[src/rtl/timer_pkg.sv]
// Shared types, 7-segment patterns and BCD helpers for the countdown timer.
package timer_pkg;

  typedef enum logic [1:0] {
    IDLE    = 2'd0,
    RUN     = 2'd1,
    PAUSE   = 2'd2,
    EXPIRED = 2'd3
  } state_t;

  // Active-high patterns, bit order {g,f,e,d,c,b,a}
  localparam logic [6:0] SEG_0     = 7'h3F;
  localparam logic [6:0] SEG_1     = 7'h06;
  localparam logic [6:0] SEG_2     = 7'h5B;
  localparam logic [6:0] SEG_3     = 7'h4F;
  localparam logic [6:0] SEG_4     = 7'h66;
  localparam logic [6:0] SEG_5     = 7'h6D;
  localparam logic [6:0] SEG_6     = 7'h7D;
  localparam logic [6:0] SEG_7     = 7'h07;
  localparam logic [6:0] SEG_8     = 7'h7F;
  localparam logic [6:0] SEG_9     = 7'h6F;
  localparam logic [6:0] SEG_BLANK = 7'h00;

  function automatic logic [3:0] bcd_sanitise(input logic [3:0] digit);
    return (digit > 4'd9) ? 4'd9 : digit;
  endfunction

  function automatic logic [6:0] seg_decode(input logic [3:0] digit);
    logic [6:0] pattern;
    case (digit)
      4'd0:    pattern = SEG_0;
      4'd1:    pattern = SEG_1;
      4'd2:    pattern = SEG_2;
      4'd3:    pattern = SEG_3;
      4'd4:    pattern = SEG_4;
      4'd5:    pattern = SEG_5;
      4'd6:    pattern = SEG_6;
      4'd7:    pattern = SEG_7;
      4'd8:    pattern = SEG_8;
      4'd9:    pattern = SEG_9;
      default: pattern = SEG_BLANK;
    endcase
    return pattern;
  endfunction

endpackage

[src/rtl/bcd_down_digit.sv]
// One BCD digit of the down-counter; digits chain through borrow_in/borrow_out.
module bcd_down_digit (
  input  logic       clk,
  input  logic       rst,
  input  logic       dec,
  input  logic       borrow_in,
  input  logic       load,
  input  logic [3:0] load_d,
  output logic [3:0] q,
  output logic       borrow_out
);

  // Asserted when this digit and every lower digit are zero
  assign borrow_out = borrow_in && (q == 4'd0);

  always_ff @(posedge clk) begin
    if (rst) begin
      q <= 4'd0;
    end else if (load) begin
      q <= load_d;
    end else if (dec && borrow_in) begin
      q <= (q == 4'd0) ? 4'd9 : q - 4'd1;
    end
  end

endmodule

[src/rtl/countdown_timer_bcd.sv]
// N-digit BCD countdown timer: prescaler, run/pause/expire FSM, digit chain
// and a multiplexed 7-segment scanner.
module countdown_timer_bcd
  import timer_pkg::*;
#(
  parameter int CLK_FREQ_HZ    = 50_000_000,
  parameter int TICK_HZ        = 1,
  parameter int NUM_DIGITS     = 4,
  parameter int SCAN_HZ        = 1000,
  parameter bit SEG_ACTIVE_LOW = 1'b1,
  parameter bit BLANK_LZ       = 1'b0
) (
  input  logic                    clk,
  input  logic                    rst,
  input  logic                    load,
  input  logic [4*NUM_DIGITS-1:0] load_value,
  input  logic                    start,
  input  logic                    pause,
  input  logic                    mode_wrap,
  output logic [4*NUM_DIGITS-1:0] count_bcd,
  output logic [6:0]              seg,
  output logic [NUM_DIGITS-1:0]   an,
  output logic                    running,
  output logic                    done,
  output logic                    expired
);

  localparam int W     = 4 * NUM_DIGITS;
  localparam int P     = CLK_FREQ_HZ / TICK_HZ;
  localparam int S_RAW = CLK_FREQ_HZ / (SCAN_HZ * NUM_DIGITS);
  localparam int S     = (S_RAW < 1) ? 1 : S_RAW;
  localparam int PW    = (P > 1) ? $clog2(P) : 1;
  localparam int SW    = (S > 1) ? $clog2(S) : 1;
  localparam int IW    = (NUM_DIGITS > 1) ? $clog2(NUM_DIGITS) : 1;

  state_t              state;
  logic [PW-1:0]       presc;
  logic [W-1:0]        reload_reg;
  logic [W-1:0]        load_clean;
  logic [W-1:0]        digit_load_d;
  logic [NUM_DIGITS:0] borrow;
  logic                tick;
  logic                count_zero;
  logic                count_one;
  logic                digit_load;
  logic                dec;

  always_comb begin
    load_clean = '0;
    for (int i = 0; i < NUM_DIGITS; i++) begin
      load_clean[4*i +: 4] = bcd_sanitise(load_value[4*i +: 4]);
    end
  end

  // A same-cycle load or pause pre-empts the terminal count
  assign tick         = (state == RUN) && !load && !pause && (presc == PW'(P - 1));
  assign count_zero   = borrow[NUM_DIGITS];
  assign count_one    = (count_bcd == W'(1));
  assign dec          = tick && !count_zero;
  assign digit_load   = load || (tick && count_zero);
  assign digit_load_d = load ? load_clean : reload_reg;

  assign borrow[0] = 1'b1;

  for (genvar i = 0; i < NUM_DIGITS; i++) begin : g_digit
    bcd_down_digit u_digit (
      .clk        (clk),
      .rst        (rst),
      .dec        (dec),
      .borrow_in  (borrow[i]),
      .load       (digit_load),
      .load_d     (digit_load_d[4*i +: 4]),
      .q          (count_bcd[4*i +: 4]),
      .borrow_out (borrow[i+1])
    );
  end

  always_ff @(posedge clk) begin
    if (rst) begin
      state      <= IDLE;
      presc      <= '0;
      reload_reg <= '0;
      running    <= 1'b0;
      done       <= 1'b0;
      expired    <= 1'b0;
    end else begin
      done <= 1'b0;
      if (load) begin
        state      <= IDLE;
        reload_reg <= load_clean;
        presc      <= '0;
        running    <= 1'b0;
        expired    <= 1'b0;
      end else begin
        case (state)
          IDLE: begin
            if (!pause && start && !count_zero) begin
              state   <= RUN;
              presc   <= '0;
              running <= 1'b1;
            end
          end
          RUN: begin
            if (pause) begin
              state   <= PAUSE;
              running <= 1'b0;
            end else if (tick) begin
              presc <= '0;
              // Zero event: normal 1 -> 0 step, or a wrap reload of an all-zero value
              if (count_one || (count_zero && reload_reg == '0)) begin
                done <= 1'b1;
                if (!mode_wrap) begin
                  state   <= EXPIRED;
                  running <= 1'b0;
                  expired <= 1'b1;
                end
              end
            end else begin
              presc <= presc + PW'(1);
            end
          end
          PAUSE: begin
            if (start && !pause) begin
              state   <= RUN;
              running <= 1'b1;
            end
          end
          EXPIRED: begin
          end
          default: state <= IDLE;
        endcase
      end
    end
  end

  logic [SW-1:0]         scan_cnt;
  logic [IW-1:0]         idx;
  logic [IW-1:0]         idx_next;
  logic                  scan_adv;
  logic [NUM_DIGITS-1:0] blank;
  logic                  lead;
  logic [3:0]            sel_digit;
  logic                  sel_blank;
  logic [6:0]            seg_raw;
  logic [NUM_DIGITS-1:0] an_raw;

  assign scan_adv = (scan_cnt == '0);
  assign idx_next = !scan_adv ? idx :
                    (idx == IW'(NUM_DIGITS - 1)) ? '0 : idx + IW'(1);

  // Blank a digit only when it and every digit above it are zero
  always_comb begin
    blank = '0;
    lead  = 1'b1;
    for (int i = NUM_DIGITS - 1; i >= 1; i--) begin
      lead     = lead && (count_bcd[4*i +: 4] == 4'd0);
      blank[i] = BLANK_LZ && lead;
    end
  end

  always_comb begin
    sel_digit = '0;
    sel_blank = 1'b0;
    an_raw    = '0;
    for (int i = 0; i < NUM_DIGITS; i++) begin
      if (idx_next == IW'(i)) begin
        sel_digit = count_bcd[4*i +: 4];
        sel_blank = blank[i];
        an_raw[i] = 1'b1;
      end
    end
    seg_raw = sel_blank ? SEG_BLANK : seg_decode(sel_digit);
  end

  always_ff @(posedge clk) begin
    if (rst) begin
      scan_cnt <= SW'(S - 1);
      idx      <= '0;
      seg      <= {7{SEG_ACTIVE_LOW}} ^ SEG_0;
      an       <= {NUM_DIGITS{SEG_ACTIVE_LOW}} ^ NUM_DIGITS'(1);
    end else begin
      scan_cnt <= scan_adv ? SW'(S - 1) : scan_cnt - SW'(1);
      idx      <= idx_next;
      seg      <= {7{SEG_ACTIVE_LOW}} ^ seg_raw;
      an       <= {NUM_DIGITS{SEG_ACTIVE_LOW}} ^ an_raw;
    end
  end

endmodule

[config.mk]
export PLATFORM = sky130hd
export DESIGN_NAME = countdown_timer_bcd
export DESIGN_NICKNAME = d
export VERILOG_FILES = /design/src/rtl/timer_pkg.sv /design/src/rtl/bcd_down_digit.sv /design/src/rtl/countdown_timer_bcd.sv
export SDC_FILE = /design/constraint.sdc
export NUM_CORES = 1
export LEC_CHECK = 0
export CAP_MARGIN = 20
export CORE_MARGIN = 2
export CORE_UTILIZATION = 52
export CTS_BUF_LIST = sky130_fd_sc_hd__clkbuf_4 sky130_fd_sc_hd__clkbuf_8 sky130_fd_sc_hd__clkbuf_16
export DETAILED_ROUTE_END_ITERATION = 10
export DONT_BUFFER_PORTS = 1
export PLACE_DENSITY = 0.68
export SYNTH_ARGS = -nofsm -noshare
export SYNTH_HDL_FRONTEND = slang
export SYNTH_SLANG_ARGS = --single-unit
[constraint.sdc]
create_clock -name clk -period 3.1 [get_ports clk]
set_input_delay 0.93 -clock clk [delete_from_list [all_inputs] [get_ports clk]]
set_output_delay 0.93 -clock clk [all_outputs]
set_load 0.1 [all_outputs]
==> results of run 1 <==
-- cell usage in the layout, fill, tap and decap left out, types with 5 or more instances in the layout --
master,count
o21ai_0,18
nand3_1,19
mux2_2,5
xor2_1,18
a211oi_1,11
nor4_1,13
nand4_1,9
or3_1,5
ha_1,8
inv_1,9
nor2_1,84
nand2b_1,10
xnor2_1,12
clkbuf_8,10
nand3b_1,5
a21oi_1,46
o21a_1,9
mux2i_1,13
and3_1,8
buf_4,39
nor3_1,15
dfxtp_1,89
nand2_1,50
-- path summary, 6_finish.rpt --
check	depth (start not counted)	endpoint	from
max	10	seg[4]	scan_cnt[0]
min	1	scan_cnt[0]	scan_cnt[0]
max reg2reg	10	seg[4]	scan_cnt[0]
min reg2reg	1	scan_cnt[0]	scan_cnt[0]
-- worst register-to-register path, delay by kind of cell, from the launching register on --
kind | cells | cell delay (ps)
AO/OA/AOI/OAI | 3 | 730
adder cells (fa/ha/maj) | 1 | 130
buffers and inverters | 2 | 280
flip-flops | 1 | 330
multiplexers | 2 | 650
AND/OR/NAND/NOR | 2 | 790
-- power by group through the flow --
stage | Combinational, mW | Clock [mW] | Sequential [mW]
final | 0.351 | 0.929 | 1.26
after global routing | 0.380 | 0.999 | 1.27
after CTS | 0.346 | 0.946 | 1.26
after detailed placement | 0.344 | 0 | 1.29
after global placement | 0.338 | 0 | 1.29
after floorplan | 0.183 | 0 | 1.38
-- timing repair --
| item | in CTS | in global routing |
|---|---|---|
| buffers inserted | 2 | 5 |
| pin swaps | 1 | 6 |
| gates resized for setup | 0 | 13 |
| setup endpoints to repair | 1 | 7 |
-- through the flow --
step,power [mW],TNS [ps],instance area (um2),utilization (%)
final,2.54,0,5210,60.3
after global routing,2.64,-43.3,5210,60.3
after CTS,2.55,0,5110,59.2
after detailed placement,1.63,-6.14,4870,56.4
after global placement,1.63,0,4870,56.4
after floorplan,1.56,0,4600,-
-- final cells by class --
cell class | instances | area, um2 | share of cell area, %
flip-flops and latches | 90 | 1800 | 34.6
well taps | 108 | 135 | 2.59
multi-input cells | 426 | 2680 | 51.5
clock buffers | 10 | 138 | 2.64
repair buffers | 41 | 315 | 6.05
clock inverters | 6 | 95.1 | 1.83
inverters | 10 | 37.5 | 0.721
-- cell families after synthesis --
logic type / share of synthesized area, %
muxes: 4.85
DFF: 39.2
adders and majority gates: 2.45
AOI/OAI and AO/OA: 17.2
buffers and inverters: 3.40
and+or+nand+nor: 27.1
xor gates and xnor gates: 5.72
-- per-layer routing --
layer | wire length (um) | vias up | GRT usage (%)
met3 | 620 | 22 | 3.72
met1 | 5130 | 1847 | 31.8
li1 | - | 2028 | -
met4 | 233 | 0 | 10.5
met5 | 0 | - | 0
met2 | 4830 | 124 | 34.4
==> qor.yml, run 1 <==
hold_path:
  hold_path.class: "register to register"
floorplan:
  start_util_pct: 53.2
  io_pins: 52
  design.core.area_mm2: 0.00864
  fp-row-count: 34
  die_h_um: 98.0
  die_w_um: 98.0
  die-area_mm2: 0.00961
clock_tree:
  clk_path_buf_depth: 2
  clk-insertion-delay-late_ps: 360
  cts_hold_buffers: 0
  numCtsBuffers: 9
  cts_tree: "done"
  path_clk_slew_ps: 100
  cts_max_level: 3
  cts_num_sinks: 90
  clockRootBuffer: "clkbuf_8"
logic_synthesis:
  syn_area_mm2: 0.00460
  synth_nets: 585
  ys_seq_area_share_pct: 39.2
  synth_ff_type: "dfxtp_1"
  yosysWarnings: 0
  ys_top_cells_by_count: "dfxtp_1 (90), nor2_1 (84), nand2_1 (50)"
  synth.top_cell.area_share_pct: 39.2
  synth.largest_area_cell: "dfxtp_1"
  ys_seq_elements: 90
  synth_most_common_cell: "dfxtp_1"
  syn_inst: 554
  synth_area_per_cell_um2: 8.30
  ys_top_cells_by_area: "dfxtp_1 (39%), nor2_1 (6.9%), a21oi_1 (5.0%), nand2_1 (4.1%), xor2_1 (3.4%)"
  synth_cell_type_count: 62
  async_flop_share_pct: 0
  synth-edff-count: 0
placed_design:
  post-place-cells: 668
  port-buffer-count: 0
  dp_hpwl_um: 7730
  gp_congestion: 0.880
  place_ws_ps: -6.14
route:
  drc: 0
  vias: 4021
  drt-total-wl_um: 10800
  wl_per_cell_um: 15.6
  ant_nets: 0
  firstDrtPassIters: 5
  vias_per_cell: 5.82
  drt_iter0_drc: 204
pwr:
  swShare_pct: 29.5
  power_switching_uw: 749
  seqPwrFrac_pct: 49.6
  clkPwrFrac_pct: 36.5
  power_density_mw_per_mm2: 488
  ir_worst_vdd_mv: 0.260
  cellLeakagePower_nw: 1.94
  internal_power_mw: 1.79
  power_frac_comb_pct: 13.8
global_route:
  grtUsageTotal_pct: 22.7
  grt_max_degree: 45
  antenna_found_initial: 0
  grt_pass1_vias: 3757
  grt_pass1_wl_um: 17900
  grt.overflow.total: 0
timing:
  slew_viol_final: 0
  hold_viol: 0
  setup_violations: 0
  max_freq_mhz: 334
  layout_setup_ws_ps: 109
  fin_crit_ps: 2990
  skew_ps: 10.7
  finalCritPeriodShare_pct: 96.5
  fin_hold_ws_ps: 402
  relSlewSlack_pct: 35.6
  tightest_slew_ps: 965
final_layout:
  fin_cells: 691
  largest_reg_flops: 26
  num_antenna_cells: 0
  drive_gt1_share_pct: 14.6
  area_growth_pct: 13.3
  nets: 609
  final.fill_count: 786
critical_path:
  cp.buffers_inverters: 2
  crit_path_start_kind: "register"
  cpPeakStageDelay_ps: 470
  cp.required_ps: 3380
  cp-end-kind: "register"
  crit_type: "register to register"
  rrSetupSlack_ps: 110
  critPathSlowestCell: "or4b_4"
  crit_arrival_ps: 3270
  crit_chain: "inv_1 > ha_1 > or4b_4 > nor4_4 > buf_4 > mux2_2 > a211oi_1 > a21o_1 > mux2_4 > a221oi_2"
  path_delay_family: "simple AND/OR/NAND/NOR gates"
  critical_path.max_fanout: 5
job:
  maxCapViolations: 0
outcome:
  status: "completed"
Note: power is estimated with default switching activity, not from simulation.
==> run 2: changes to the inputs <==
--- a/config.mk
+++ b/config.mk
@@ -5,7 +5,6 @@
 export SDC_FILE = /design/constraint.sdc
 export NUM_CORES = 1
 export LEC_CHECK = 0
-export CAP_MARGIN = 20
 export CORE_MARGIN = 2
 export CORE_UTILIZATION = 52
 export CTS_BUF_LIST = sky130_fd_sc_hd__clkbuf_4 sky130_fd_sc_hd__clkbuf_8 sky130_fd_sc_hd__clkbuf_16
@@ -15,3 +14,4 @@
 export SYNTH_ARGS = -nofsm -noshare
 export SYNTH_HDL_FRONTEND = slang
 export SYNTH_SLANG_ARGS = --single-unit
+export TNS_END_PERCENT = 5
==> results of run 2 <==
Same layout as run 1: the final DEF is identical, and so are final timing and power.
